`src/rtl/musb_pipeline_ctrl_if.sv`:
```
// rtl/musb_pipeline_ctrl_if.sv - stall/flush request and control bundle for the MUSB pipeline sequencer
//
// Purpose: groups the per-stage stall requests, the exception handshake and the
//          stall/flush controls that musb_pipeline_ctrl drives to the pipeline registers.
// Ports (signals):
//   requests : if_req_stall, id_hazard, ex_busy, mem_req_stall, exc_request
//   controls : if/id/ex/mem_stall, if/id/ex/mem_flush, exc_pc_sel, exc_ack
//   observers: stall_timeout, perf_stall_cnt[31:0]
// Modports: master drives the requests (pipeline side), slave is the sequencer.
interface musb_pipeline_ctrl_if;
  logic        if_req_stall;
  logic        id_hazard;
  logic        ex_busy;
  logic        mem_req_stall;
  logic        exc_request;
  logic        if_stall;
  logic        id_stall;
  logic        ex_stall;
  logic        mem_stall;
  logic        if_flush;
  logic        id_flush;
  logic        ex_flush;
  logic        mem_flush;
  logic        exc_pc_sel;
  logic        exc_ack;
  logic        stall_timeout;
  logic [31:0] perf_stall_cnt;

  modport master (
    output if_req_stall, id_hazard, ex_busy, mem_req_stall, exc_request,
    input  if_stall, id_stall, ex_stall, mem_stall,
    input  if_flush, id_flush, ex_flush, mem_flush,
    input  exc_pc_sel, exc_ack, stall_timeout, perf_stall_cnt
  );

  modport slave (
    input  if_req_stall, id_hazard, ex_busy, mem_req_stall, exc_request,
    output if_stall, id_stall, ex_stall, mem_stall,
    output if_flush, id_flush, ex_flush, mem_flush,
    output exc_pc_sel, exc_ack, stall_timeout, perf_stall_cnt
  );
endinterface

```
`src/rtl/musb_pipeline_ctrl.sv`:
```
// rtl/musb_pipeline_ctrl.sv - stall/flush sequencer with exception entry, watchdog and stall counter
//
// Purpose: turns per-stage not-ready and hazard requests into stall controls for the
//          IF/ID, ID/EX, EX/MEM and MEM/WB registers, runs the exception entry
//          sequence (drain MEM, redirect PC, flush all stages), watches for stuck
//          stalls and counts stalled cycles.
// Ports:
//   clk  - main clock
//   rst  - synchronous active-high reset
//   bus  - musb_pipeline_ctrl_if.slave (requests in, stall/flush/exception controls out)
// Parameters:
//   STALL_TIMEOUT - consecutive id_stall cycles per stall_timeout pulse
//   CNT_W         - watchdog counter width
module musb_pipeline_ctrl #(
  parameter int STALL_TIMEOUT = 255,
  parameter int CNT_W         = 8
) (
  input logic                clk,
  input logic                rst,
  musb_pipeline_ctrl_if.slave bus
);

  typedef enum logic [1:0] {RUN, DRAIN, REDIRECT} state_t;

  state_t           state;
  logic             redirect_q;   // registered twin of state==REDIRECT, drives flush/ack
  logic [CNT_W-1:0] wd_cnt;
  logic [31:0]      perf_cnt;

  logic mem_stall_c;
  logic ex_stall_c;
  logic id_stall_c;
  logic if_stall_c;
  logic wd_hit;

  // Each stall also holds every earlier stage; the redirect cycle releases all of
  // them so the exception vector fetch enters a freshly flushed pipeline.
  always_comb begin
    mem_stall_c = 1'b0;
    ex_stall_c  = 1'b0;
    id_stall_c  = 1'b0;
    if_stall_c  = 1'b0;
    if (!redirect_q) begin
      mem_stall_c = bus.mem_req_stall | (state == DRAIN);
      ex_stall_c  = mem_stall_c | bus.ex_busy;
      id_stall_c  = ex_stall_c | bus.id_hazard;
      if_stall_c  = id_stall_c | bus.if_req_stall;
    end
  end

  // The counter holds the number of earlier stalled cycles in this run, so it
  // reaches STALL_TIMEOUT-1 on the STALL_TIMEOUT-th stalled cycle.
  assign wd_hit = id_stall_c && (wd_cnt == CNT_W'(STALL_TIMEOUT - 1));

  always_ff @(posedge clk) begin
    if (rst) begin
      state      <= RUN;
      redirect_q <= 1'b0;
    end else begin
      redirect_q <= 1'b0;
      case (state)
        RUN: begin
          if (bus.exc_request) begin
            if (bus.mem_req_stall) begin
              state <= DRAIN;
            end else begin
              state      <= REDIRECT;
              redirect_q <= 1'b1;
            end
          end
        end
        DRAIN: begin
          if (!bus.mem_req_stall) begin
            state      <= REDIRECT;
            redirect_q <= 1'b1;
          end
        end
        REDIRECT: state <= RUN;   // exc_request is not looked at here
        default:  state <= RUN;
      endcase
    end
  end

  always_ff @(posedge clk) begin
    if (rst) begin
      wd_cnt   <= '0;
      perf_cnt <= '0;
    end else begin
      if (!id_stall_c || wd_hit) begin
        wd_cnt <= '0;
      end else begin
        wd_cnt <= wd_cnt + 1'b1;
      end
      if (id_stall_c) begin
        perf_cnt <= perf_cnt + 32'd1;
      end
    end
  end

  assign bus.mem_stall      = mem_stall_c;
  assign bus.ex_stall       = ex_stall_c;
  assign bus.id_stall       = id_stall_c;
  assign bus.if_stall       = if_stall_c;
  assign bus.if_flush       = redirect_q;
  assign bus.id_flush       = redirect_q;
  assign bus.ex_flush       = redirect_q;
  assign bus.mem_flush      = redirect_q;
  assign bus.exc_pc_sel     = redirect_q;
  assign bus.exc_ack        = redirect_q;
  assign bus.stall_timeout  = wd_hit;
  assign bus.perf_stall_cnt = perf_cnt;

endmodule

```
`src/flat_wrapper.sv`:
```
// flat-port wrapper written by rule: the top's interface ports become plain ports
module musb_pipeline_ctrl_flat 
#(
  parameter int STALL_TIMEOUT = 255,
  parameter int CNT_W         = 8
)
  (clk, rst, bus_if_req_stall, bus_id_hazard, bus_ex_busy, bus_mem_req_stall, bus_exc_request, bus_if_stall, bus_id_stall, bus_ex_stall, bus_mem_stall, bus_if_flush, bus_id_flush, bus_ex_flush, bus_mem_flush, bus_exc_pc_sel, bus_exc_ack, bus_stall_timeout, bus_perf_stall_cnt);
  musb_pipeline_ctrl_if bus_i ();
  input logic clk;
  input logic rst;
  input wire logic [$bits(bus_i.if_req_stall)-1:0] bus_if_req_stall;
  input wire logic [$bits(bus_i.id_hazard)-1:0] bus_id_hazard;
  input wire logic [$bits(bus_i.ex_busy)-1:0] bus_ex_busy;
  input wire logic [$bits(bus_i.mem_req_stall)-1:0] bus_mem_req_stall;
  input wire logic [$bits(bus_i.exc_request)-1:0] bus_exc_request;
  output wire logic [$bits(bus_i.if_stall)-1:0] bus_if_stall;
  output wire logic [$bits(bus_i.id_stall)-1:0] bus_id_stall;
  output wire logic [$bits(bus_i.ex_stall)-1:0] bus_ex_stall;
  output wire logic [$bits(bus_i.mem_stall)-1:0] bus_mem_stall;
  output wire logic [$bits(bus_i.if_flush)-1:0] bus_if_flush;
  output wire logic [$bits(bus_i.id_flush)-1:0] bus_id_flush;
  output wire logic [$bits(bus_i.ex_flush)-1:0] bus_ex_flush;
  output wire logic [$bits(bus_i.mem_flush)-1:0] bus_mem_flush;
  output wire logic [$bits(bus_i.exc_pc_sel)-1:0] bus_exc_pc_sel;
  output wire logic [$bits(bus_i.exc_ack)-1:0] bus_exc_ack;
  output wire logic [$bits(bus_i.stall_timeout)-1:0] bus_stall_timeout;
  output wire logic [$bits(bus_i.perf_stall_cnt)-1:0] bus_perf_stall_cnt;
  assign bus_i.if_req_stall = bus_if_req_stall;
  assign bus_i.id_hazard = bus_id_hazard;
  assign bus_i.ex_busy = bus_ex_busy;
  assign bus_i.mem_req_stall = bus_mem_req_stall;
  assign bus_i.exc_request = bus_exc_request;
  assign bus_if_stall = bus_i.if_stall;
  assign bus_id_stall = bus_i.id_stall;
  assign bus_ex_stall = bus_i.ex_stall;
  assign bus_mem_stall = bus_i.mem_stall;
  assign bus_if_flush = bus_i.if_flush;
  assign bus_id_flush = bus_i.id_flush;
  assign bus_ex_flush = bus_i.ex_flush;
  assign bus_mem_flush = bus_i.mem_flush;
  assign bus_exc_pc_sel = bus_i.exc_pc_sel;
  assign bus_exc_ack = bus_i.exc_ack;
  assign bus_stall_timeout = bus_i.stall_timeout;
  assign bus_perf_stall_cnt = bus_i.perf_stall_cnt;
  musb_pipeline_ctrl #(.STALL_TIMEOUT(STALL_TIMEOUT), .CNT_W(CNT_W)) u_core (.clk(clk), .rst(rst), .bus(bus_i));
endmodule
```
`config.mk`:
```
export PLATFORM = sky130hd
export DESIGN_NAME = musb_pipeline_ctrl_flat
export DESIGN_NICKNAME = d
export VERILOG_FILES = /design/src/rtl/musb_pipeline_ctrl_if.sv /design/src/rtl/musb_pipeline_ctrl.sv /design/src/flat_wrapper.sv
export SDC_FILE = /design/constraint.sdc
export NUM_CORES = 1
export LEC_CHECK = 0
export CORE_ASPECT_RATIO = 2
export CORE_MARGIN = 10
export CORE_UTILIZATION = 25
export CTS_BUF_LIST = sky130_fd_sc_hd__clkbuf_8
export CTS_CLUSTER_DIAMETER = 200
export DETAILED_ROUTE_END_ITERATION = 10
export SLEW_MARGIN = 25
export SYNTH_ARGS = -nofsm -noshare
export SYNTH_HDL_FRONTEND = slang
export SYNTH_SLANG_ARGS = --single-unit
```
`constraint.sdc`:
```
create_clock -name clk -period 1.7 [get_ports clk]
set_input_delay 0.34 -clock clk [delete_from_list [all_inputs] [get_ports clk]]
set_output_delay 0.34 -clock clk [all_outputs]
set_load 0.05 [all_outputs]
```
==> impl_metrics.env <==
export IMPL_outcome="complete, but fails checks"
export IMPL_violations="setup timing"
export IMPL_crit_path_end_kind="primary output"
export IMPL_reg2reg_depth=9
export IMPL_fp_dieH_um=149
export IMPL_grt_setup_unrepaired="true"
export IMPL_seq_area_frac_synth_pct=41.6
export IMPL_final_common_cell="buf_4"
export IMPL_post_drt_wl_per_cell_um=15.2
export IMPL_holdCritStartpoint="bus_mem_req_stall"
export IMPL_worstSetupPathType="register to primary output"
export IMPL_syn_nets=243
export IMPL_synth_edf_count=0
export IMPL_seqCellArea_um2=942
export IMPL_coreArea_um2=8000
export IMPL_setup_violations=4
export IMPL_cts_tree="yes"
export IMPL_diodes=0
export IMPL_r2r_end="u_core.bus.perf_stall_cnt[22]"
export IMPL_grt_overflow=0
export IMPL_h_tree_depth=2
export IMPL_root_buffer="clkbuf_8"
export IMPL_cts_buffer_depth=2
export IMPL_clock_fmax_mhz=562
export IMPL_r2r_start="u_core.state[0]"
export IMPL_clock_sinks=43
export IMPL_synth_adder_area_share_pct=1.81
export IMPL_viasPerCell=4.70
export IMPL_hold_end="u_core.state[1]"
export IMPL_start_util_pct=25.9
export IMPL_async_flop_share_pct=0
export IMPL_timing_slew_headroom_pct=79.6
export IMPL_antenna_left=0
export IMPL_period_share_pct=105
export IMPL_firstDrtPassIters=4
export IMPL_grt_pass1_wl_mm=10.1
export IMPL_skew_ps=5.46
export IMPL_die_w_um=84.3
export IMPL_p_leak_uw=0.00137
export IMPL_place_gp_congestion=0.792
export IMPL_synth_compound_area_share_pct=7.32
export IMPL_synth_simple_area_share_pct=32.0
export IMPL_grt_total_usage_pct=9.83
export IMPL_cap_violations=0
export IMPL_postPlaceCellArea_um2=2980
export IMPL_hold_class="input pin to register"
export IMPL_synth_ff_type="dfxtp_1"
export IMPL_startpoint="u_core.state[0]"
export IMPL_power_density_nw_per_um2=603
export IMPL_nets=337
export IMPL_fillers=792
export IMPL_arrival_ps=1440
export IMPL_worst_pin_slew_ps=301
export IMPL_finalHoldViolCount=0
export IMPL_io_buffer_count=49
export IMPL_netlist_instances=233
export IMPL_ys_seq_elements=43
export IMPL_worstPathMaxFanout=4
export IMPL_die_area_um2=12500
export IMPL_start_kind="register"
export IMPL_wirelength_mm=6.44
export IMPL_ys_types=38
export IMPL_synthMuxAreaShare_pct=0
export IMPL_ff2ff_setup_slack_ps=0
export IMPL_syn_cell_area_um2=2070
export IMPL_fin_crit_ps=1780
export IMPL_vias=1993
export IMPL_clk_latency_ps=310
export IMPL_avgSynthCellArea_um2=8.88
export IMPL_hold_buffers=0
export IMPL_drc=0
export IMPL_design_area_um2=3350
export IMPL_multi_input_area_um2=1240
export IMPL_area_growth_pct=61.9
export IMPL_vdd_drop_max_mv=0.578
export IMPL_drt_iter0_markers=127
export IMPL_clkTransAtPathRegs_ps=80
export IMPL_timing_final_max_slew_violations=0
export IMPL_post_route_worst_setup_slack_ps=-79.0
export IMPL_grt_pass1_vias=2093
export IMPL_antenna_found_initial=0
export IMPL_cp_required_ps=1360
export IMPL_hpwl_mm=4.72
export IMPL_fin_util_pct=41.9
export IMPL_synth_xor_area_share_pct=11.4
export IMPL_rows=46
export IMPL_dp_slack_ps=-458
export IMPL_grt_max_degree=36
export IMPL_hold_ws_ps=312
export IMPL_final_cell_mix="77 x buf_4, 37 x nor2_1, 17 x dfxtp_4, 15 x xor2_1, 14 x dfxtp_2"
export IMPL_cts_made_buffers=5
export IMPL_yosysWarningCount=0
export IMPL_drive_gt1_share_pct=50.6
export IMPL_synth_top_family_by_area="simple AND/OR/NAND/NOR gates"
export IMPL_hold_depth=3
export IMPL_boundaryPins=50
export IMPL_power_uw=2020
[critical path, stage by stage (launching register included)]
cell and delay, ps:
dfxtp_2 340, nor2b_4 180, o31ai_4 70, buf_6 140, buf_6 110, nor3_4 110, buf_6 180
[through the flow]
stage	cells	TNS, ps
global route	424	-594
floorplan	233	-601
finish	424	-178
global placement	401	-13310
CTS	413	-107
detailed placement	401	-14560
[synthesized netlist by cell type, types with 5 or more instances]
cell / instances / area (um^2)
dfxtp_1: 43 / 861
and3_1: 5 / 31.3
nand4_1: 9 / 56.3
o21ai_0: 7 / 35.0
xor2_1: 15 / 131
a21oi_1: 11 / 55.1
nor2_1: 39 / 146
or3_1: 9 / 56.3
nand3_1: 10 / 50.1
nor3_1: 6 / 30.0
nor4_1: 7 / 43.8
buf_4: 5 / 37.5
xnor2_1: 12 / 105
inv_1: 7 / 26.3
nand2_1: 14 / 52.6
[routing by layer]
metal  vias to the layer above  GRT usage [%]  share of wire [%]
li1                        994              -                  -
met1                       951           8.79                 34
met2                        35           19.3                 59
met3                        13           2.90                4.4
met4                         0           4.21                2.4
met5                         -              0                  0
[logic make-up after synthesis]
logic type	after synthesis
AO/OA/AOI/OAI	24
buffers and inverters	21
XOR/XNOR	27
AND/OR/NAND/NOR	115
flip-flops	43
adder cells (fa/ha/maj)	3
[layout make-up]
cell class | count | share of cell area [%]
Sequential cell | 43 | 28.1
Multi-Input combinational cell | 170 | 37.1
Clock buffer | 5 | 2.06
Timing Repair Buffer | 99 | 27.5
Clock inverter | 3 | 0.374
Tap cell | 96 | 3.59
Inverter | 8 | 1.27
[flip-flops by register name, indices dropped and copies added, names as in the netlist]
name,count
u_core.bus.ex_flush,1
u_core.bus.perf_stall_cnt,32
u_core.state,2
u_core.wd_cnt,8
[where the power goes]
group	switching [uW]	internal [uW]	total, uW
clock network	366	277	643
registers	18.4	1000	1020
logic	194	160	353
[worst max path at each step]
stage / endpoint / slack (ps) / depth (start not counted)
final: bus_stall_timeout / -80 / 6
after global routing: bus_stall_timeout / -140 / 6
after detailed placement: u_core.bus.perf_stall_cnt[31] / -460 / 8
after floorplan: u_core.bus.perf_stall_cnt[19] / -110 / 8
after global placement: u_core.bus.perf_stall_cnt[9] / -410 / 8
after CTS: bus_stall_timeout / -70 / 6
[what timing repair did]
item                                    4_1_cts  5_1_grt
buffers inserted                              4       10
pin swaps                                     3       15
cloned                                        0        1
resized for setup                            19       27
endpoints found under the setup margin       33       26
Note: power is estimated with default switching activity, not from simulation.
==> edit 1 (config.mk and constraints unchanged) <==
Reset style: asynchronous (`rst`), changed in 2 clocked blocks. Comments in the files are not updated.
--- a/src/rtl/musb_pipeline_ctrl.sv
+++ b/src/rtl/musb_pipeline_ctrl.sv
@@ -54,3 +54,3 @@
 
-  always_ff @(posedge clk) begin
+  always_ff @(posedge clk or posedge rst) begin
     if (rst) begin
@@ -83,3 +83,3 @@
 
-  always_ff @(posedge clk) begin
+  always_ff @(posedge clk or posedge rst) begin
     if (rst) begin
Function: differs if rst is asserted again (counterexample within 4 cycles, from zero or initial values and one cycle with rst high); with rst held inactive, the same outputs for 10 cycles.
==> edit 1 against the unedited design <==
- the flow still finishes with violations (negative setup slack)
- global-route usage fell by 0.48 points
- worst setup slack lost 0.034 ns
- cell count decreased by 12%
- via count is 14% lower
- sequential cell count unchanged
- wire length down 12%
- design area up 0.30%
- synthesized area decreased by 2.4%
- clock skew is 0.0063 ns higher
- critical endpoint unchanged
- highest routed layer unchanged
Power is not compared: it rests on default switching activity, and its combinational part moved more than twofold at a synthesized area within 25%.
==> edit 1: results (changes against the unedited design) <==
Layout cells sized above 1: 52.5% (was 50.6%)
Hold slack: 0.391 ns (was 0.312 ns)
Most used DFF post-synth: dfrtp_1 (was dfxtp_1)
Wl on met1: 2.00 mm (was 2.22 mm)
Commonest cells post-synth: dfrtp_1, xor2_1, nor2_1, xnor2_1, nand2_1 (was dfxtp_1, nor2_1, xor2_1)
Largest net degree at the start of global routing: 44 (was 36)
Clock network share of area: 4.06% (was 2.43%)
Detailed Place HPWL: 4.24 mm (was 4.72 mm)
Met3 Use GR: 2.99% (was 2.90%)
Non-CTS buffers: 89 (was 99)
Most area-consuming cells after synthesis: dfrtp_1, xor2_1, xnor2_1, nand3_1, nor2_1 (was dfxtp_1, nor2_1, xor2_1, xnor2_1, nand4_4)
Placer congestion estimate: 0.746 (was 0.792)
Met2 WL post-DR: 3.27 mm (was 3.79 mm)
Failing checks: negative setup slack (unchanged)
Antenna Cells: 0 (unchanged)
Status: finished with violations (unchanged)
Iter 0 DRT Violations: 83 (was 127)
Layout Nets: 287 (was 337)
Worst R2R Path Depth: 6 (was 9)
Placed instance area: 0.00297 sq mm (was 0.00298 sq mm)
Multi-input logic cell count: 129 (was 170)
Worst R2R End: u_core.bus.perf_stall_cnt[26]$_DFFE_PP0P_ (was u_core.bus.perf_stall_cnt[22]$_SDFFE_PP0P_)
Met3 WL: 299 microns (was 281 microns)
Async set-reset flop share out of synthesis: 100% (was 0%)
CTS buffer count: 5 (unchanged)
Hold Crit Depth: 2 (was 3)
GRT met1 Usage: 8.88% (was 8.79%)
Syn nets: 196 (was 243)
Fraction of area in multi-input gates: 31.9% (was 37.1%)
Final setup fails: 6 (was 4)
Sequential cell area share: 32.9% (was 28.1%)
Inverters: 9 (was 8)
Setup TNS: -0.245 ns (was -0.178 ns)
First-pass GRT wire length: 9.34 mm (was 10.1 mm)
Gr ovfl total: 0 (unchanged)
Non-clock buffer share: 26.5% (was 27.5%)
Seq cells: 43 (unchanged)
GR Layer Usage met2: 17.6% (was 19.3%)
Dpl cells: 353 (was 401)
Final worst slack: -0.113 ns (was -0.0790 ns)
Cell variety after synth: 28 (was 38)
Register area share after synthesis: 53.3% (was 41.6%)
Final cell count without fillers: 374 (was 424)
CP Max Fanout: 3 (was 4)
Fill cell count: 746 (was 792)
edit 1: changes by cell type in the layout (fill, tap and decap cells not counted), sizes merged, moves of 9 or more:
cell and delta:
dfrtp +43, dfxtp -43, nor2 -21, a21oi -9
buf -12, nand4 -9
edit 1: critical path, cell delays in order, from the launching register on:
cell and delay [ns]:
dfrtp_1 0.40, and3_4 0.20, and3_4 0.21, nand3_4 0.08, nor2_4 0.14, buf_12 0.14
edit 1: logic make-up (layout without fill, tap and decap cells):
logic type	count (synthesis)	count (layout)	synth area share (%)
DFF	43	43	53.3
xor gates and xnor gates	37	37	16.1
adders and majority gates	3	3	1.86
buffers and inverters	15	106	4.09
and+or+nand+nor	81	82	22.2
AOI/OAI and AO/OA	7	7	2.48
edit 1: what timing repair did:
item | 4_1_cts | 5_1_grt
buffers inserted | 5 | 7
cloned | 1 | 0
hold buffers | 0 | 0
pin swaps | 7 | 10
resized for setup | 21 | 13
endpoints found under the setup margin | 22 | 20
==> edit 2 (config.mk and constraints unchanged) <==
Without the edit above. `STALL_TIMEOUT` is set to 255 in 2 places; all go to 128.
--- a/src/rtl/musb_pipeline_ctrl.sv
+++ b/src/rtl/musb_pipeline_ctrl.sv
@@ -14,3 +14,3 @@
 module musb_pipeline_ctrl #(
-  parameter int STALL_TIMEOUT = 255,
+  parameter int STALL_TIMEOUT = 128,
   parameter int CNT_W         = 8
--- a/src/flat_wrapper.sv
+++ b/src/flat_wrapper.sv
@@ -3,3 +3,3 @@
 #(
-  parameter int STALL_TIMEOUT = 255,
+  parameter int STALL_TIMEOUT = 128,
   parameter int CNT_W         = 8
Formal check against the unedited RTL: same outputs for any inputs over 10 cycles, from zero or initial values and one cycle with rst high; that may be too few to reach the edited logic, so the function may still have changed.
==> edit 2 against the unedited design <==
- the flow still finishes with violations (negative setup slack)
- worst setup slack worse by 0.21 ns
- largest power group unchanged
- design area up 9.8%
- synthesized area down 2.2%
- non-clock buffer count up 23
- sequential cell count unchanged
- total power up 16%
- worst hold slack better by 0.11 ns
- wire length up 4.1%
- largest cell class unchanged
==> edit 2: results (changes against the unedited design) <==
Total die area: 0.0123 sq mm (was 0.0125 sq mm)
Final worst slack: -0.290 ns (was -0.0790 ns)
Final instance area: 0.00368 sq mm (was 0.00335 sq mm)
Post-Synth Adder-Cell Area: 1.24% (was 1.81%)
Layout Nets: 362 (was 337)
Crit Path Class: flop to flop (was flop to output pin)
Post-synthesis mux area share: 0.557% (was 0%)
Gr usage total: 10.5% (was 9.83%)
Pleak: 1.46 nW (was 1.37 nW)
Multi-input logic cell count: 174 (was 170)
Failing checks: negative setup slack (unchanged)
Layout cells sized above 1: 53.4% (was 50.6%)
Clock network share of area: 3.61% (was 2.43%)
Clk. pwr: 0.947 mW (was 0.643 mW)
Detailed Place HPWL: 4.98 mm (was 4.72 mm)
Clock latency on the worst-skew pair: 0.30 ns
Inverters: 7 (was 8)
Setup bufs post-CTS: 10 (was 4)
Post-place setup slack: -0.375 ns (was -0.458 ns)
Most area-consuming cells after synthesis: dfxtp_1, xnor2_1, nor2_1, xor2_1, nand4_1 (was dfxtp_1, nor2_1, xor2_1, xnor2_1, nand4_4)
Non-CTS buffers: 122 (was 99)
HP Class: flop to flop (was input pin to flop)
Fraction of area in multi-input gates: 36.3% (was 37.1%)
Compound-Gate Fraction of Synth Area: 4.52% (was 7.32%)
Vias in the first global route: 2165 (was 2093)
Slowest cell delay on critical path: 0.52 ns (was 0.34 ns)
Xor and xnor area share after synthesis: 13.0% (was 11.4%)
Setup TNS: -1.83 ns (was -0.178 ns)
Post-DR vias/cell: 4.76 (was 4.70)
Syn nets: 247 (was 243)
Cell variety after synth: 32 (was 38)
Non-clock buffer share: 30.4% (was 27.5%)
Final setup fails: 14 (was 4)
CTS buffer count: 5 (unchanged)
Power, Total: 2.34 mW (was 2.02 mW)
Critical Path Slowest Stage Cell: or4b_4 (was dfxtp_2)
Placed instance area: 0.00311 sq mm (was 0.00298 sq mm)
First-pass GRT wire length: 10.6 mm (was 10.1 mm)
Worst Path Arrival: 2.23 ns (was 1.44 ns)
Fill cell count: 702 (was 792)
Placer congestion estimate: 0.762 (was 0.792)
Avg Synthesized Cell Area: 8.50 sq um (was 8.88 sq um)
Commonest cells post-synth: dfxtp_1, nor2_1, xnor2_1 (was dfxtp_1, nor2_1, xor2_1)
Iter 0 DRT Violations: 97 (was 127)
DR vias: 2141 (was 1993)
Top delay family on crit path: simple AND/OR/NAND/NOR gates (was buffers and inverters)
Worst-path clk slew: 0.08 ns (about the same)
Worst Skew: 0.00955 ns (was 0.00546 ns)
Dpl cells: 425 (was 401)
Largest net degree at the start of global routing: 14 (was 36)
Register area share after synthesis: 42.6% (was 41.6%)
Max_slew headroom: 81.1% (was 79.6%)
Sequential share of power: 43.5% (was 50.6%)
Status: finished with violations (unchanged)
FF-to-FF Start: u_core.bus.perf_stall_cnt[9]$_SDFFE_PP0P_ (was u_core.state[0]$_SDFFE_PP0P_)
Hold Crit Start: u_core.state[1]$_SDFFE_PP0P_ (was bus_mem_req_stall)
Post_cts resized: 43 (was 19)
CP Max Fanout: 3 (was 4)
==> edit 2: cell count changes in the layout (fill, tap and decap cells not counted), moves of 3 or more <==
cell / delta
nand3_1: +3
a21oi_2: -3
dfxtp_2: -3
xnor2_1: +8
buf_4: +21
xor2_1: -6
nor4_4: +5
inv_1: -3
nand4_1: +4
==> edit 2: path summary, 6_finish.rpt <==
path | endpoint | slack, ns | depth (start not counted)
setup / recovery | u_core.bus.perf_stall_cnt[30]$_SDFFE_PP0P_ | -0.29 | 5
hold / removal | u_core.bus.ex_flush$_SDFF_PP0_ | 0.43 | 1
setup reg to reg | u_core.bus.perf_stall_cnt[30]$_SDFFE_PP0P_ | -0.29 | 5
hold reg to reg | u_core.bus.ex_flush$_SDFF_PP0_ | 0.43 | 1
==> edit 2: metal layers <==
layer	global-route usage [%]	vias to the layer above	part of all wire [%]
li1	-	1055	-
met1	8.86	1030	34
met2	21.7	39	61
met3	2.44	17	3.0
met4	4.71	0	2.6
met5	0	-	0
